## config.mk

```make
export PLATFORM = sky130hd
export DESIGN_NAME = cpu_control
export DESIGN_NICKNAME = d
export VERILOG_FILES = /design/src/rtl/cpu_control.sv
export SDC_FILE = /design/constraint.sdc
export NUM_CORES = 1
export LEC_CHECK = 0
export CAP_MARGIN = 20
export CORE_MARGIN = 4
export CORE_UTILIZATION = 25
export CTS_BUF_LIST = sky130_fd_sc_hd__clkbuf_4 sky130_fd_sc_hd__clkbuf_8 sky130_fd_sc_hd__clkbuf_16
export DETAILED_ROUTE_END_ITERATION = 8
export GPL_TIMING_DRIVEN = 0
export PLACE_DENSITY = 0.64
export SYNTH_ARGS = -nofsm -noshare
export SYNTH_HDL_FRONTEND = slang
export SYNTH_SLANG_ARGS = --single-unit
```

## constraint.sdc

```tcl
create_clock -name i_clk -period 1.82 [get_ports i_clk]
set_clock_uncertainty 0.1 [all_clocks]
set_input_delay 0.273 -clock i_clk [delete_from_list [all_inputs] [get_ports i_clk]]
set_output_delay 0.273 -clock i_clk [all_outputs]
set_load 0.005 [all_outputs]
```

## src/rtl/cpu_control.sv

```systemverilog
// ============================================================================
// Module      : cpu_control
// Description : Microcode step sequencer for the 8-bit accumulator CPU.
//               Emits one 16-bit datapath control word per T-state.
// Revision    : 1.0 - initial release
// ============================================================================
`default_nettype none

module cpu_control #(
    parameter int EARLY_END  = 1,
    parameter int HALT_LATCH = 1
) (
    input  logic        i_clk,
    input  logic        i_rst,
    input  logic        i_en,
    input  logic [3:0]  i_opcode,
    input  logic        i_flag_c,
    input  logic        i_flag_z,
    output logic [15:0] o_ctrl,
    output logic [2:0]  o_step,
    output logic        o_halted
);

    localparam logic [15:0] c_hlt = 16'h8000;
    localparam logic [15:0] c_mi  = 16'h4000;
    localparam logic [15:0] c_ri  = 16'h2000;
    localparam logic [15:0] c_ro  = 16'h1000;
    localparam logic [15:0] c_io  = 16'h0800;
    localparam logic [15:0] c_ii  = 16'h0400;
    localparam logic [15:0] c_ai  = 16'h0200;
    localparam logic [15:0] c_ao  = 16'h0100;
    localparam logic [15:0] c_eo  = 16'h0080;
    localparam logic [15:0] c_su  = 16'h0040;
    localparam logic [15:0] c_bi  = 16'h0020;
    localparam logic [15:0] c_oi  = 16'h0010;
    localparam logic [15:0] c_ce  = 16'h0008;
    localparam logic [15:0] c_co  = 16'h0004;
    localparam logic [15:0] c_j   = 16'h0002;
    localparam logic [15:0] c_fi  = 16'h0001;

    localparam logic [3:0] c_op_lda = 4'h1;
    localparam logic [3:0] c_op_add = 4'h2;
    localparam logic [3:0] c_op_sub = 4'h3;
    localparam logic [3:0] c_op_sta = 4'h4;
    localparam logic [3:0] c_op_ldi = 4'h5;
    localparam logic [3:0] c_op_jmp = 4'h6;
    localparam logic [3:0] c_op_jc  = 4'h7;
    localparam logic [3:0] c_op_jz  = 4'h8;
    localparam logic [3:0] c_op_out = 4'hE;
    localparam logic [3:0] c_op_hlt = 4'hF;

    // Microcode ROM; flags only influence step 2 because jumps resolve there.
    function automatic logic [15:0] f_word(input logic [2:0] step,
                                           input logic [3:0] op,
                                           input logic       fc,
                                           input logic       fz);
        logic [15:0] w;
        w = '0;
        case (step)
            3'd0: w = c_co | c_mi;
            3'd1: w = c_ro | c_ii | c_ce;
            3'd2: begin
                case (op)
                    c_op_lda, c_op_add,
                    c_op_sub, c_op_sta: w = c_io | c_mi;
                    c_op_ldi:           w = c_io | c_ai;
                    c_op_jmp:           w = c_io | c_j;
                    c_op_jc:            w = fc ? (c_io | c_j) : 16'h0000;
                    c_op_jz:            w = fz ? (c_io | c_j) : 16'h0000;
                    c_op_out:           w = c_ao | c_oi;
                    c_op_hlt:           w = c_hlt;
                    default:            w = '0;
                endcase
            end
            3'd3: begin
                case (op)
                    c_op_lda:           w = c_ro | c_ai;
                    c_op_add, c_op_sub: w = c_ro | c_bi;
                    c_op_sta:           w = c_ao | c_ri;
                    default:            w = '0;
                endcase
            end
            3'd4: begin
                case (op)
                    c_op_add: w = c_eo | c_ai | c_fi;
                    c_op_sub: w = c_eo | c_ai | c_su | c_fi;
                    default:  w = '0;
                endcase
            end
            default: w = '0;
        endcase
        return w;
    endfunction

    logic [2:0]  r_step;
    logic        r_halted;
    logic [15:0] w_word;
    logic [15:0] w_word_next;
    logic [2:0]  w_step_inc;
    logic [2:0]  w_step_next;
    logic        w_end_early;
    logic        w_halt_now;

    assign w_step_inc  = r_step + 3'd1;
    assign w_word      = f_word(r_step, i_opcode, i_flag_c, i_flag_z);
    assign w_word_next = f_word(w_step_inc, i_opcode, 1'b0, 1'b0);

    generate
        if (EARLY_END != 0) begin : g_early_end
            assign w_end_early = (w_word_next == 16'h0000);
        end else begin : g_full_run
            assign w_end_early = 1'b0;
        end
    endgenerate

    generate
        if (HALT_LATCH != 0) begin : g_halt_latch
            assign w_halt_now = (r_step == 3'd2) && (i_opcode == c_op_hlt);
        end else begin : g_halt_pulse
            assign w_halt_now = 1'b0;
        end
    endgenerate

    always_comb begin
        w_step_next = 3'd0;
        case (r_step)
            3'd0:       w_step_next = 3'd1;
            3'd1:       w_step_next = 3'd2;
            3'd2, 3'd3: w_step_next = w_end_early ? 3'd0 : w_step_inc;
            default:    w_step_next = 3'd0;
        endcase
    end

    always_ff @(posedge i_clk) begin
        if (!i_rst) begin
            r_step   <= 3'd0;
            r_halted <= 1'b0;
        end else if (i_en && !r_halted) begin
            if (w_halt_now) begin
                r_step   <= 3'd0;
                r_halted <= 1'b1;
            end else begin
                r_step   <= w_step_next;
            end
        end
    end

    assign o_ctrl   = (i_rst && i_en && !r_halted) ? w_word : 16'h0000;
    assign o_step   = r_step;
    assign o_halted = r_halted;

endmodule

`default_nettype wire

```

==> results.yml <==
yosys:
  synth_top_family_by_area: "simple AND/OR/NAND/NOR gates"
  synthAdderAreaFrac_pct: 12.61
  synth-xor-area-share_pct: 0
  synthCells: 93
  synth.area.mux_share_pct: 1.622
  synth_commonest_cells: "nor2_1 (16), ha_1 (7), nand2_1 (7)"
  synthDistinctLibCells: 39
  synthFlopType: "dfxtp_1"
  ys_warn_count: 0
  synth_compound_area_share_pct: 24.14
  syn-num-nets: 109
  synth_top_area_share_pct: 12.61
  ys_seq_elements: 4
  yosysTopAreaCell: "ha_1"
  syn_area_per_cell_um2: 7.467
  synth_edf_count: 0
  syn_area_um2: 694.4
  yosysMostFrequentCell: "nor2_1"
  yosys.area_share.simple_pct: 38.20
  ys_top_cells_by_area: "ha_1 (13%), dfxtp_1 (12%), nor2_1 (8.6%)"
  synthArstFlopShare_pct: 0
  seq_area_frac_synth_pct: 11.53
clocking:
  clock_latency_ns: 0.23
  cts_root_buf: "clkbuf_4"
  numCtsBuffers: 3
  cts_max_level: 1
  clock-sinks: 4
  clk_pin_slew_ns: 0.04
  clk_path_buf_depth: 2
  cts_tree: "yes"
die:
  die_h_um: 60.71
  io_pins: 29
  core_area_um2: 2567
  dieArea_um2: 3685
  die_x_um: 60.71
  rows: 18
  start_util_pct: 27.05
setup_path:
  end_kind: "output pin"
  critical_path.max_stage_delay_ns: 0.37
  crit_fanout: 5
  start_kind: "register"
  cp_cell_sequence: "ha_4 > ha_4 > mux2_4 > nand3_2 > o21bai_1 > buf_2"
  critPathKind: "reg2out"
  cp_common_cell: "ha_4"
  required_ns: 1.45
  arrival_ns: 1.53
  crit_slowest_cell: "dfxtp_4"
routing:
  dr_total_vias: 929
  wl_per_cell_um: 15.14
  postRouteAntennaNets: 0
  drc_errors: 0
  first_pass_iters: 4
  routed_wl_um: 2740
  via_per_inst: 5.133
  drtIter0Drc: 14
timing:
  maxSlewViolCount: 0
  setup_violations: 5
  setup_tns_ns: -0.3029
  finalHoldViolCount: 0
  max_slew_margin_pct: 76.58
  fmax_mhz: 524.5
  fin_crit_sh_pct: 104.7
  period_needed_ns: 1.906
  finalWorstSetupSlack_ns: -0.08643
  rsz0062_at_grt: "yes"
  tightest_slew_ns: 0.3486
layout:
  utilization_pct: 57.12
  area_growth_syn_to_layout_pct: 111.2
  drive_gt1_share_pct: 66.89
  final_nets: 169
  antennaDiodeCount: 0
global_route:
  grt_max_degree: 9
  overflow: 0
  grt_pass1_vias: 932
  antenna_found_initial: 0
  grt_usage_pct: 14.51
  grt_pass1_wl_um: 4064
pwr:
  p_leak_nw: 0.6240
  power_mw: 0.4754
  powerDensity_nw_per_um2: 324.2
  ir_worst_vdd_uv: 347.0
job:
  cap_violations: 0
outcome:
  violations: "negative setup slack"
  status: "finished, violations left"
hold_path:
  hold_class: "in2reg"
place:
  dp_hpwl_um: 1571
  preCtsSetupSlack_ns: -0.8060
  gp_congestion: 0.9047
  portBuffers: 28
[cell usage in the layout (no fill, tap or decap), types with 3 or more instances in the layout]
| master | count |
|---|---|
| nor2_1 | 11 |
| buf_2 | 9 |
| inv_1 | 3 |
| dfxtp_4 | 3 |
| nor2_2 | 3 |
| clkbuf_4 | 3 |
| clkbuf_2 | 5 |
| buf_6 | 12 |
| buf_4 | 24 |
| clkdlybuf4s50_1 | 6 |
| nand4_1 | 3 |
| ha_4 | 6 |
| nand2_1 | 4 |
| dlygate4sd2_1 | 4 |
[cells by family (layout without fill, tap and decap cells)]
kind of cell	count (synthesis)	in the layout
buf+inv	13	71
mux	1	1
compound gates	19	19
fa+ha+maj	7	7
simple gates	49	49
flops	4	4
[final cells by class]
class | instances | area, µm²
tap | 30 | 37.54
clock buffer | 3 | 22.52
timing repair buffer | 55 | 426.7
inverter | 6 | 27.53
sequential | 4 | 92.59
buffer | 7 | 77.57
multi-input combinational | 76 | 782.0
fill | 239 | 1101
[final timing paths]
check | slack, ns | to | startpoint | cells past startpoint
min reg2reg | 0.37 | o_halted$_SDFFE_PN0P_ | o_halted$_SDFFE_PN0P_ | 1
min | 0.37 | o_halted$_SDFFE_PN0P_ | i_rst | 2
max reg2reg | 0.05 | o_step[1]$_SDFFE_PN0P_ | o_step[1]$_SDFFE_PN0P_ | 6
max | -0.09 | o_ctrl[9] | o_step[1]$_SDFFE_PN0P_ | 6
[power breakdown]
part / leakage, nW / total [mW] / internal, mW / switching, mW
combinational: 0.575 / 0.264 / 0.138 / 0.126
sequential: 0.0352 / 0.103 / 0.0914 / 0.0121
clock: 0.0138 / 0.108 / 0.0736 / 0.0347
[sequential cells by signal, indices dropped and copies added, names as in the netlist]
signal,cells
o_step,3
o_halted,1
[routing by layer]
| layer | GRT usage, % | wire length (µm) | up-vias |
|---|---|---|---|
| met5 | 0 | 0 | - |
| met3 | 2.766 | 167 | 6 |
| li1 | - | - | 450 |
| met2 | 27.02 | 1454 | 30 |
| met4 | 5.882 | 48 | 0 |
| met1 | 15.94 | 1069 | 443 |
[worst max-delay path, delay by kind of cell (launching register included)]
kind / cells / cell delay (ns)
multiplexers: 1 / 0.28
flip-flops: 1 / 0.37
AND/OR/NAND/NOR: 1 / 0.06
buffers and inverters: 1 / 0.13
AO/OA/AOI/OAI: 1 / 0.07
adder cells (fa/ha/maj): 2 / 0.38
[repair_timing]
item / CTS / global route
setup endpoints to repair: 18 / 15
resized for setup: 92 / 43
hold buffers: 0 / 0
setup buffers: 24 / 4
pin swaps: 15 / 22
[metrics by stage]
step                hold slack, ns  cell area, µm²  std cells
finish                      0.3653            1466        181
global route                0.3730            1466        181
CTS                         0.3512            1364        178
detailed placement          0.3883            1022        151
global placement            0.3857            1022        151
floorplan                   0.2905           704.4         93
Note: power is estimated with default switching activity, not from simulation.
